--- src/rtl/fetch_pkg.sv ---
// Shared types and constants for the RV32 instruction fetch unit.
package fetch_pkg;
  localparam int              XLEN      = 32;
  localparam logic [XLEN-1:0] PC_STEP   = 32'd4;
  localparam logic [XLEN-1:0] NOP_INSTR = 32'h0000_0013;

  typedef enum logic [1:0] {
    FETCH = 2'd0,
    DRAIN = 2'd1,
    FAULT = 2'd2
  } fetch_state_e;

  typedef struct packed {
    logic [XLEN-1:0] pc;
    logic [XLEN-1:0] instr;
  } fetch_entry_t;

  function automatic logic is_word_aligned(input logic [XLEN-1:0] addr);
    return addr[1:0] == 2'b00;
  endfunction
endpackage

--- src/rtl/fetch_fifo.sv ---
// Synchronous FIFO holding {pc, instr} pairs between memory and decoder.
module fetch_fifo
  import fetch_pkg::*;
#(
  parameter int DEPTH = 4
) (
  input  logic                     clk,
  input  logic                     rst_n,
  input  logic                     i_push,
  input  fetch_entry_t             i_push_data,
  input  logic                     i_pop,
  input  logic                     i_flush,
  output fetch_entry_t             o_head,
  output logic [$clog2(DEPTH):0]   o_count,
  output logic                     o_empty,
  output logic                     o_full
);
  localparam int              AW       = $clog2(DEPTH);
  localparam logic [AW:0]     FULL_CNT = (AW+1)'(DEPTH);
  localparam logic [AW:0]     CNT_ONE  = (AW+1)'(1);
  localparam logic [AW-1:0]   PTR_ONE  = AW'(1);

  fetch_entry_t  r_mem [DEPTH];
  logic [AW-1:0] r_wr_ptr;
  logic [AW-1:0] r_rd_ptr;
  logic [AW:0]   r_count;
  logic          w_do_push;
  logic          w_do_pop;

  assign o_empty   = (r_count == '0);
  assign o_full    = (r_count == FULL_CNT);
  assign o_count   = r_count;
  assign o_head    = r_mem[r_rd_ptr];
  // A push into a full FIFO is legal only when the head leaves in the same cycle.
  assign w_do_pop  = i_pop && !o_empty && !i_flush;
  assign w_do_push = i_push && (!o_full || w_do_pop) && !i_flush;

  // NOTE: sequential state uses non-blocking assignments so every flop samples pre-edge values.
  always_ff @(posedge clk) begin
    if (!rst_n || i_flush) begin
      r_wr_ptr <= '0;
      r_rd_ptr <= '0;
      r_count  <= '0;
    end else begin
      if (w_do_push) r_wr_ptr <= r_wr_ptr + PTR_ONE;
      if (w_do_pop)  r_rd_ptr <= r_rd_ptr + PTR_ONE;
      unique case ({w_do_push, w_do_pop})
        2'b10:   r_count <= r_count + CNT_ONE;
        2'b01:   r_count <= r_count - CNT_ONE;
        default: r_count <= r_count;
      endcase
    end
  end

  // NOTE: storage is not reset; r_count alone decides which entries are meaningful.
  always_ff @(posedge clk) begin
    if (w_do_push) r_mem[r_wr_ptr] <= i_push_data;
  end
endmodule

--- src/rtl/instruction_fetch.sv ---
// Fetch unit: credit-limited sequential requests, in-order response buffering,
// redirect with flush/drain of stale responses, misaligned-target fault state.
module instruction_fetch
  import fetch_pkg::*;
#(
  parameter logic [XLEN-1:0] RESET_PC   = 32'h0000_0000,
  parameter int              FIFO_DEPTH = 4
) (
  input  logic            clk,
  input  logic            rst_n,
  output logic            imem_req_valid,
  output logic [XLEN-1:0] imem_req_addr,
  input  logic            imem_req_ready,
  input  logic            imem_rsp_valid,
  input  logic [XLEN-1:0] imem_rsp_data,
  input  logic            redirect_valid,
  input  logic [XLEN-1:0] redirect_pc,
  output logic            instr_valid,
  input  logic            instr_ready,
  output logic [XLEN-1:0] instr_code,
  output logic [XLEN-1:0] instr_pc,
  output logic            fetch_fault
);
  localparam int            CW           = $clog2(FIFO_DEPTH) + 1;
  localparam logic [CW:0]   CREDIT_LIMIT = (CW+1)'(FIFO_DEPTH);
  localparam logic [CW-1:0] CNT_ONE      = CW'(1);

  fetch_state_e    r_state;
  logic            r_started;
  logic [XLEN-1:0] r_req_pc;
  logic [XLEN-1:0] r_rsp_pc;
  logic [CW-1:0]   r_outstanding;
  logic [CW-1:0]   r_drop_cnt;
  logic            r_fault;

  logic [CW-1:0]   w_fifo_count;
  logic            w_fifo_empty;
  logic            w_fifo_full;
  logic            w_credit;
  logic            w_accept;
  logic            w_rsp;
  logic            w_push;
  logic            w_pop;
  logic [CW-1:0]   w_outstanding_nxt;
  logic [CW-1:0]   w_drop_nxt;
  fetch_entry_t    w_head;
  fetch_entry_t    w_push_entry;

  // Requests in flight plus buffered words never exceed the FIFO size.
  assign w_credit = ({1'b0, r_outstanding} + {1'b0, w_fifo_count}) < CREDIT_LIMIT;

  // r_started holds requests off for the first cycle so none leave while in reset.
  assign imem_req_valid = r_started && (r_state == FETCH) && w_credit;
  assign imem_req_addr  = r_req_pc;

  assign w_accept = imem_req_valid && imem_req_ready;
  // A response with nothing outstanding violates the protocol and is ignored.
  assign w_rsp    = imem_rsp_valid && (r_outstanding != '0);
  assign w_outstanding_nxt = r_outstanding + CW'(w_accept) - CW'(w_rsp);
  assign w_drop_nxt = (w_rsp && r_drop_cnt != '0) ? r_drop_cnt - CNT_ONE : r_drop_cnt;

  assign w_push       = w_rsp && (r_state == FETCH) && !redirect_valid && (!w_fifo_full || w_pop);
  assign w_pop        = instr_valid && instr_ready;
  assign w_push_entry = '{pc: r_rsp_pc, instr: imem_rsp_data};

  assign instr_valid = !w_fifo_empty;
  assign instr_code  = w_fifo_empty ? '0 : w_head.instr;
  assign instr_pc    = w_fifo_empty ? '0 : w_head.pc;
  assign fetch_fault = r_fault;

  fetch_fifo #(
    .DEPTH (FIFO_DEPTH)
  ) u_fifo (
    .clk         (clk),
    .rst_n       (rst_n),
    .i_push      (w_push),
    .i_push_data (w_push_entry),
    .i_pop       (w_pop),
    .i_flush     (redirect_valid),
    .o_head      (w_head),
    .o_count     (w_fifo_count),
    .o_empty     (w_fifo_empty),
    .o_full      (w_fifo_full)
  );

  always_ff @(posedge clk) begin
    if (!rst_n) begin
      r_state       <= FETCH;
      r_started     <= 1'b0;
      r_req_pc      <= RESET_PC;
      r_rsp_pc      <= RESET_PC;
      r_outstanding <= '0;
      r_drop_cnt    <= '0;
      r_fault       <= 1'b0;
    end else begin
      r_started     <= 1'b1;
      r_outstanding <= w_outstanding_nxt;
      if (redirect_valid) begin
        // Everything still in flight after this cycle belongs to the old stream.
        r_drop_cnt <= w_outstanding_nxt;
        if (is_word_aligned(redirect_pc)) begin
          r_req_pc <= redirect_pc;
          r_rsp_pc <= redirect_pc;
          r_fault  <= 1'b0;
          r_state  <= (w_outstanding_nxt != '0) ? DRAIN : FETCH;
        end else begin
          r_fault  <= 1'b1;
          r_state  <= FAULT;
        end
      end else begin
        unique case (r_state)
          FETCH: begin
            if (w_accept) r_req_pc <= r_req_pc + PC_STEP;
            if (w_push)   r_rsp_pc <= r_rsp_pc + PC_STEP;
          end
          DRAIN: begin
            r_drop_cnt <= w_drop_nxt;
            if (w_drop_nxt == '0) r_state <= FETCH;
          end
          FAULT: begin
            r_drop_cnt <= w_drop_nxt;
          end
          default: r_state <= FETCH;
        endcase
      end
    end
  end
endmodule

--- config.mk ---
export PLATFORM = sky130hd
export DESIGN_NAME = instruction_fetch
export DESIGN_NICKNAME = d
export VERILOG_FILES = /design/src/rtl/fetch_pkg.sv /design/src/rtl/fetch_fifo.sv /design/src/rtl/instruction_fetch.sv
export SDC_FILE = /design/constraint.sdc
export NUM_CORES = 1
export LEC_CHECK = 0
export CORE_MARGIN = 4
export CORE_UTILIZATION = 58
export CTS_BUF_LIST = sky130_fd_sc_hd__clkbuf_2
export DETAILED_ROUTE_END_ITERATION = 10
export GPL_TIMING_DRIVEN = 0
export HOLD_SLACK_MARGIN = 0.06
export PLACE_DENSITY_LB_ADDON = 0.05
export SLEW_MARGIN = 20
export SYNTH_ARGS = -nofsm -noshare
export SYNTH_HDL_FRONTEND = slang
export SYNTH_SLANG_ARGS = --single-unit
--- constraint.sdc ---
create_clock -name clk -period 4.45 [get_ports clk]
set_input_delay 1.335 -clock clk [delete_from_list [all_inputs] [get_ports clk]]
set_output_delay 1.335 -clock clk [all_outputs]
set_load 0.05 [all_outputs]
Word-level counts from Yosys, hierarchy flattened
Memory sizes are Yosys's and may differ from the RTL's. A register that Yosys moved wholly into a read port is not among the register bits.
Cells that the tools add are included.
Operators by class
  add/sub/neg operators: 10
  multiply operators: 0
  divide/modulo/power cells: 0
  $lt $le $gt $ge: 1
  eq/ne operators: 8
  shifts and indexed selects: 0
  muxes and demuxes: 24
  bitwise logic cells: 0
  reduce and logical (&&, ||, !) cells: 37
Operators with widths (number)
  two-way mux 32 bit: 9
  adder 32 x 3 -> 32 bit, second input constant: 2
  logical AND 1 bit: 13
  two-way mux 2 bit: 5
  nonzero test 2 bit: 5
  two-way mux 3 bit: 3
  nonzero test 3 bit: 3
  logical NOT 3 bit: 2
  case mux 3 bit (2 select lines): 1
  AND reduction 3 bit: 2
  subtractor 3 x 1 -> 3 bit, second input constant: 2
  two-way mux 1 bit: 5
  adder 2 x 1 -> 2 bit, second input constant: 2
  adder 3 x 3 -> 4 bit: 1
  equality test 2 x 1 -> 1 bit, second input constant: 2
  equality test 2 bit, second input constant: 2
  logical NOT 1 bit: 4
  logical NOT 2 bit: 2
  less-than comparator 4 x 3 -> 1 bit, second input constant: 1
  != test 2 x 1 -> 1 bit, second input constant: 2
  case mux 2 bit (2 select lines): 1
  OR reduction 2 bit: 2
  adder 3 x 1 -> 3 bit: 1
  adder 3 x 1 -> 3 bit, second input constant: 1
  5 further kinds: 7
Storage, ports and cells
  register bits: 81
  bits in latches: 0
  bits in writable memories: 256
  bits in read-only memories: 0
  output and inout bits: 99
  memories kept: 1
Memory list
  u_fifo.r_mem: depth 4, width 64, rd ports 1, clocked after memory_dff 1, write ports 1, line fetch_fifo.sv:23  | fetch_entry_t r_mem [DEPTH];

Longest topological paths before layout
Gate-level depths: netlist of the first run.
  depth in word-level cells: 10
  gate-level depth with buffers: 13
  mapped depth without buffers: 13

Modules after synthesis
A second synthesis of the first run with hierarchy kept.
Second synthesis, totals
  cells, all modules: 1043
  area total of the unflattened synthesis: 14625.3 um2
By module, submodules not included
  fetch_fifo: instances 1, cells each 390, area an instance 9720.6 um2
  instruction_fetch: instances 1, cells each 653, area an instance 4904.7 um2

Worst setup path after synthesis of the first run
OpenSTA, ideal clock, no wires.
  path kind: input to register
  start: input redirect_valid
  end: memory u_fifo.r_mem[1][0] (netlist name) (enable)
  arrival time: 3449 ps
  data required time: 4021 ps
  slack: 573 ps
  cell stages on the path: 4
  path buffers: 1
  cell sequence: buf_2 nand2b_4 nor3_4 and2_1
Between the ends
  word-level cells in the longest chain between the ends: 7
  elaborated cells on any way between the ends: 9
  those cells by class: mux: 2; reduce/logical: 7
RTL lines
  from (decl): line instruction_fetch.sv:16  | input logic redirect_valid,
  logical NOT 1 bit *: line fetch_fifo.sv:35, fetch_fifo.sv:36, instruction_fetch.sv:62
  logical AND 1 bit (on tied branches): line instruction_fetch.sv:62, fetch_fifo.sv:35
  logical AND 1 bit / logical OR 1 bit (equally long branches): line instruction_fetch.sv:62, fetch_fifo.sv:36
  logical AND 1 bit: line fetch_fifo.sv:36  | assign w_do_push = i_push && (!o_full || w_do_pop) && !i_flush;
  logical AND 1 bit *: line fetch_fifo.sv:36
  two-way mux 1 bit *: line fetch_fifo.sv:57  | if (w_do_push) r_mem[r_wr_ptr] <= i_push_data;
  two-way mux 1 bit (not written as such) *: line fetch_fifo.sv:57
  to (decl): line fetch_fifo.sv:23
Mark *: on every way between the ends. The rest lies on a longest branch, timed or not.

==> results of run 1 <==
## placed cells by master, fill, tap and decap left out, drive strengths merged, types with 6 or more instances in the layout
master,instances
inv,25
nand4,21
dfxtp,83
clkinv,20
a31oi,11
nand3,29
o221ai,9
nor2,59
a211oi,7
o21ai,32
clkdlybuf4s50,106
clkdlybuf4s15,14
nand2,52
a22oi,14
o31ai,10
mux4,64
edfxtp,256
nor4,16
ha,15
nor3,12
and2,77
or3,6
and3,16
o22ai,12
dlygate4sd2,36
buf,32
clkbuf,170
a21oi,43
mux2i,15
and4,8
## through the flow
stage / cell area [um2] / total power (W) / setup TNS, ns / hold slack (ns) / cells
finish: 17500 / 0.00645 / 0 / 0.488 / 1672
global route: 17500 / 0.00679 / 0 / 0.501 / 1672
CTS: 17500 / 0.00650 / 0 / 0.484 / 1671
detailed placement: 16800 / 0.00459 / 0 / 0.472 / 1522
global placement: 16700 / 0.00456 / -229.92 / 0.466 / 1518
floorplan: 14600 / 0.00424 / 0 / 0.443 / 1027
## flip-flops by register name, summed over array words and instances (netlist names), named ones only
register,flops
r_drop_cnt,3
r_started,1
u_fifo.r_mem,256
fetch_fault,1
u_fifo.o_count,3
u_fifo.r_rd_ptr,2
u_fifo.r_wr_ptr,2
r_outstanding,3
imem_req_addr,32
r_state,2
r_rsp_pc,32
## worst register-to-register path: cells and delay by family (launching register included)
kind | cells | cell delay (ns)
buffers and inverters | 2 | 0.10
DFF | 1 | 0.42
xor gates and xnor gates | 1 | 0.27
and+or+nand+nor | 4 | 0.86
adders and majority gates | 4 | 1.13
AOI/OAI and AO/OA | 1 | 0.09
## path summary, 6_finish.rpt
path	endpoint	slack, ns
max	instr_pc[14]	0.23
min	u_fifo.r_mem[3][46]$_DFFE_PP_	0.49
max reg2reg	r_state[0]$_SDFFE_PN0P_	1.44
min reg2reg	u_fifo.r_mem[3][46]$_DFFE_PP_	0.49
## final cells by class
class | count | area [um2]
fillers | 1762 | 7080
diodes | 1 | 2.50
multi-input cells | 603 | 4920
inverters | 23 | 86.3
flip-flops and latches | 339 | 9350
plain buffers | 61 | 294
clock inverters | 23 | 98.8
repair buffers | 171 | 1670
clock buffers | 127 | 636
well taps | 324 | 405
## power breakdown
part / switching [W] / internal (W) / total (W)
Sequential: 0.000109 / 0.00354 / 0.00364
Clock: 0.00119 / 0.000758 / 0.00195
Combinational: 0.000524 / 0.000333 / 0.000856
Total: 0.00183 / 0.00463 / 0.00645
## metal layers
metal / vias up / routed length [um] / global-route usage / share of wire
met3: 97 / 2780 / 0.0545 / 0.078
met4: 0 / 1130 / 0.103 / 0.032
met5: - / 0 / 0 / 0
li1: 4607 / - / - / -
met1: 4866 / 14500 / 0.350 / 0.41
met2: 524 / 17000 / 0.404 / 0.48
## Yosys cell counts (all sizes together) (4+ instances only)
library cell  count
a21oi            43
a32oi             4
nor4             16
xnor2             4
o21ai            32
mux2i            15
edfxtp          256
a31oi            11
o221ai            9
nand4            21
nand2            52
xor2              4
dfxtp            83
nor2             59
a21o              5
or4               5
ha               15
and4              8
o31ai            10
nand3            29
and2             77
and3             16
inv              23
nor3             12
clkbuf           33
or3               6
a22oi            14
a211oi            7
a311oi            5
o22ai            12
mux4             64
buf              29
## cell families after synthesis
group	Yosys count
AO/OA/AOI/OAI	184
flip-flops	339
AND/OR/NAND/NOR	314
buffers and inverters	85
adder cells (fa/ha/maj)	17
XOR/XNOR	8
multiplexers	80
## what timing repair did
action,CTS,global route
setup buffers,0,0
endpoints found under the setup margin,64,33
resized for setup,75,37
==> impl_results.md, run 1 <==
- Simple-gate share of the synthesized area: 0.121
- CP Buf/Inv Count: 3
- RSZ-0062 raised after global routing: no
- Class of the worst hold path: reg -> reg
- Synthesis-to-finish area growth: 19.5%
- Setup Skew: 0.0732 ns
- DRT iter0 DRCs: 896
- Final hold vios: 0
- Setup violations, final: 0
- Xor and xnor area share after synthesis: 0.00479
- Clock-pin transition on the worst setup and hold timing paths: around 0.1 ns
- TritonRoute pass-1 iters: 6
- Adder-cell share of the synthesized area: 0.0156
- Grt ovf: 0
- EDFF count, synth: 256
- Mapped Area: 14600 um2
- Cell Chain, Critical Path: clkbuf_4 -> buf_4 -> mux4_2 -> and2_1 -> clkdlybuf4s15_1
- Cells after synthesis: around 1000
- Status: finished, final reports clean
- Unique cell type count in the Yosys netlist: 73
- Main area contributors after synthesis: edfxtp_1 53%, dfxtp_1 11%, mux4_2 9.9%, and2_1 3.3%, nor2_1 1.5%
- WP data required: 3.12 ns
- TritonCTS sink count: 339
- Die Wd: roughly 170 um
- Max Buffers Root-to-Sink: 3
- Endpoint class of the critical path: output pin
- Number of CTS-inserted buffers: 82
- Crit start category: flip-flop
- Routed WL: 35400 um
- Rel. slew slack: 0.484
- Die ar.: 27800 um2
- Largest family of logic cells by synthesized area: simple AND/OR/NAND/NOR gates
- Vias: 10094
- Hold_sp: r_rsp_pc[14]$_SDFFE_PN0P_
- CTS Root Buffer Type: clkbuf_2
- Fmax: around 0.24 GHz
- Pin count of the biggest net entering global routing: 50
- Post-synthesis mux area share: 0.110
- Worst Path Max Fanout: 10
- Leading area contributor after synthesis: edfxtp_1
- Final #Nets: 1368
- Yosys warnings: 0
- Initial antenna violation count: 1
- Vias/cell: between 6 and 7
- Critical Path AT: 2.89 ns
- Util after Layout: 0.712
- Top cell type's share of synthesized area: 0.526
- Number of stages on the worst setup path: 5
- Chip Height: 167 um
- Syn_area_per_cell: 14.2 um2
- Global-route wire length before repair: ~56000 um
- DRC: 0
- Fraction of registers with async set/reset: 0
- Num rows: 57
- Synth Area in Compound Gates: 0.0853
- CP max stage cell: mux4_2
- Maximum cell stage delay along the critical path: 0.54 ns
- Worst-case reg-to-reg path depth: 12
- Post-place setup slack: 0.345 ns
- Final Slew Violations: 0
- Hold Path Cell Cnt: 0
- Antenna viol nets, final: 0
- Port Buffers: ~170
- Worst setup margin: 0.228 ns
- Power Dens Cells: about 370 nW/um2
- Post-detail-place hpwl: approximately 24000 um
- Syn Nets: 1114
- Crit path time final: 4.22 ns
- CTS tree: done
- Delay-heaviest family, CP: buffers and inverters
- Layout cells sized above 1: 0.200
- Gr usage total: 0.255
- Io pins: 169
- Final period util: 0.949
- #FFs+latches synth: about 340
- Max-cap viol count: 0
- Initial core utilization: 0.596
- Slew @ Worst Pin: 0.774 ns
- WL/cell: 21.2 um
- CTS H-tree depth: 3
- Ys flop type: edfxtp_1
- Vias in the first global route: around 11000
- Clock latency on the worst-skew pair: 0.85 ns
- Worst VDD drop: 304 uV
- FF-to-FF Start: u_fifo.o_count[2]$_SDFFE_PP0P_
- GP Congestion: roughly 0.94
- Seq/Total Area, Yosys: 0.640
- CTS Hold Bufs: 0
- Core area: ~25000 um2
- Crit Path Category: reg -> out
- Static Leakage: 6.12 nW
No activity file was read; power rests on OpenSTA's default activity.
==> run 2: changes to the inputs <==
--- a/config.mk
+++ b/config.mk
@@ -9,7 +9,7 @@
 export CORE_UTILIZATION = 58
 export CTS_BUF_LIST = sky130_fd_sc_hd__clkbuf_2
 export DETAILED_ROUTE_END_ITERATION = 10
-export GPL_TIMING_DRIVEN = 0
+export GPL_TIMING_DRIVEN = 1
 export HOLD_SLACK_MARGIN = 0.06
 export PLACE_DENSITY_LB_ADDON = 0.05
 export SLEW_MARGIN = 20
==> run 2 against run 1 <==
  * Die area unchanged
  * Sequential power barely moved
  * Cell area rose by 1.0%
  * Worst hold slack worse by 0.0022 ns
  * Highest routed layer unchanged
  * Via count fell by 2.2%
  * Critical endpoint is now instr_pc[11]
==> impl_results.md, run 2 (synthesis results as in run 1) <==
- Status: finished, final reports clean
- Core area: 24500 um2
- Chip Height: 167 um
- Clock latency on the worst-skew pair: 0.86 ns
- Final #Nets: ~1300
- Combinational power share: 0.130
- Power Dens Cells: approximately 370 nW/um2
- Port Buffers: 168
- Area occupied by registers: 9350 um2
- Util after Layout: 0.719
- Placed cell area: 16800 um2
- Net Switching: 0.00182 W
- Post-detail-place hpwl: 20300 um
- Hold Crit Endpoint: r_state[1]$_SDFFE_PN0P_
- Seq pwr share: 0.552
- WP data required: ~3.1 ns
- Design area: 17600 um2
- Critical Path AT: 2.96 ns
- Grt ovf: 0
- Initial antenna violation count: 1
- CTS Root Buffer Type: clkbuf_2
- Number of CTS-inserted buffers: 83
- Static Leakage: approximately 6 nW
- Final TNS setup: 0 ns
- Crit path time final: 4.29 ns
- Gr usage total: 0.237
- Crit start category: flip-flop
- Max Buffers Root-to-Sink: 3
- TritonRoute pass-1 iters: 5
- Final period util: 0.965
- Internal power: 0.00478 W
- Final hold vios: 0
- Clock share of power: 0.318
- Largest Register: u_fifo.r_mem
- Slew @ Worst Pin: 0.872 ns
- Crit Path Category: reg -> out
- Vias: 9867
- Worst VDD drop: 245 uV
- Routed WL: 32800 um
- Synthesis-to-finish area growth: 20.7%
- DRT iter0 DRCs: approximately 760
- Antenna viol nets, final: 0
- Endpoint class of the critical path: output pin
- Fmax: 0.233 GHz
- GP Congestion: ~0.9
- Clock-pin transition on the worst setup and hold timing paths: approximately 0.10 ns
- Num rows: 57
- Class of the worst hold path: reg -> reg
- DRC: 0
- Die Wd: roughly 170 um
- FILL cells: 1695
- TritonCTS sink count: approximately 340
- WL/cell: between 20 and 25 um
- Hold Path Cell Cnt: 1
- Area taken by multi-input logic gates: roughly 5000 um2
- Setup violations, final: 0
- Die ar.: approximately 28000 um2
- Io pins: about 170
- CTS H-tree depth: 3
- Worst-case reg-to-reg path depth: 12
- Pin count of the biggest net entering global routing: 69
- Reg2Reg Setup Slack: 1.60 ns
- WHS: 0.486 ns
- Final Slew Violations: 0
- Post-Layout Cell Count: roughly 1600
- FF-to-FF Start: r_outstanding[2]$_SDFF_PN0_
- CTS tree: done
- Max reg flops: between 200 and 300
- Max-cap viol count: 0
- Sw frac: 0.276
- Setup Skew: about 0.054 ns
- Initial core utilization: 0.596
- Vias/cell: 6.03
- Hold_sp: r_state[0]$_SDFFE_PN0P_
- Layout cells sized above 1: 0.193
- Post-Place Cells: 1483
- Global-route wire length before repair: 53100 um
- Rel. slew slack: 0.418
- RR Endpoint: r_state[0]$_SDFFE_PN0P_
- CTS Hold Bufs: 0
- Worst Path Max Fanout: 6
- Commonest non-fill, non-tap cell in the layout: edfxtp_1
- Vias in the first global route: 10110
- Most frequent cells in the layout: 256 x edfxtp_1, 160 x clkdlybuf4s50_1, 117 x clkbuf_2
-- run 2: changes by cell type in the layout (fill, tap and decap cells not counted), moves of 4 or more --
cell / before / now
clkdlybuf4s50_1: 106 / 160
dlygate4sd2_1: 36 / 0
clkbuf_2: 144 / 117
clkbuf_1: 25 / 0
buf_2: 15 / 1
clkdlybuf4s15_1: 14 / 0
buf_12: 3 / 12
buf_4: 9 / 18
dlymetal6s2s_1: 1 / 7
and2_2: 0 / 4
and2_4: 4 / 0
buf_1: 4 / 0
-- run 2: per-stage QoR --
step	total power [W]	setup slack, ns
global placement	0.00455	0.568
CTS	0.00666	0.0534
finish	0.00660	0.157
detailed placement	0.00457	0.466
global route	0.00696	-0.00137
floorplan	0.00424	0.573
-- run 2: layout make-up --
type,instances,share of cell area
clock inverter,31,0.0120
sequential,339,0.530
clock buffer,117,0.0332
antenna,1,0.000142
tap,324,0.0230
multi-input combinational,603,0.279
timing repair buffer,198,0.117
inverter,23,0.00489
-- run 2: worst max path at each step --
stage,end,slack (ns),depth (start not counted)
6_report,instr_pc[11],0.16,5
5_1_grt,instr_pc[20],-0.001,5
4_1_cts,instr_pc[13],0.05,5
3_5_place_dp,u_fifo.o_count[2]$_SDFFE_PP0P_,0.47,10
3_3_place_gp,u_fifo.o_count[2]$_SDFFE_PP0P_,0.57,10
2_1_floorplan,u_fifo.r_mem[1][0]$_DFFE_PP_,0.57,4
-- run 2: power groups by stage --
stage	Clock (W)	Sequential, W	Combinational [W]
3_3_place_gp	0	0.00371	0.000843
4_1_cts	0.00216	0.00364	0.000864
6_report	0.00210	0.00364	0.000861
2_1_floorplan	0	0.00374	0.000506
5_1_grt	0.00237	0.00366	0.000931
3_5_place_dp	0	0.00371	0.000858
-- run 2: metal layers --
metal	part of all wire	up-vias	wire (um)	global-route usage
met5	0	-	0	0
met4	0.019	0	635	0.0918
met3	0.068	54	2240	0.0443
met2	0.48	453	15700	0.373
met1	0.43	4828	14200	0.333
li1	-	4532	-	-
-- run 2: timing repair --
item,CTS,global route
buffers inserted,4,0
gates resized for setup,0,7
cloned,0,0
setup endpoints to repair,48,7
-- run 2: worst max-delay path, stage by stage, from the launching register on --
cell and delay, ns:
dfxtp_4 0.40, buf_12 0.13, buf_4 0.17, mux4_2 0.52, and2_1 0.20, clkdlybuf4s50_1 0.70
==> run 3: changes to the inputs <==
--- a/config.mk
+++ b/config.mk
@@ -5,6 +5,7 @@
 export SDC_FILE = /design/constraint.sdc
 export NUM_CORES = 1
 export LEC_CHECK = 0
+export CAP_MARGIN = 20
 export CORE_MARGIN = 4
 export CORE_UTILIZATION = 58
 export CTS_BUF_LIST = sky130_fd_sc_hd__clkbuf_2
==> results of run 3 <==
The final DEF is identical to that of run 2; final timing and power are the same.
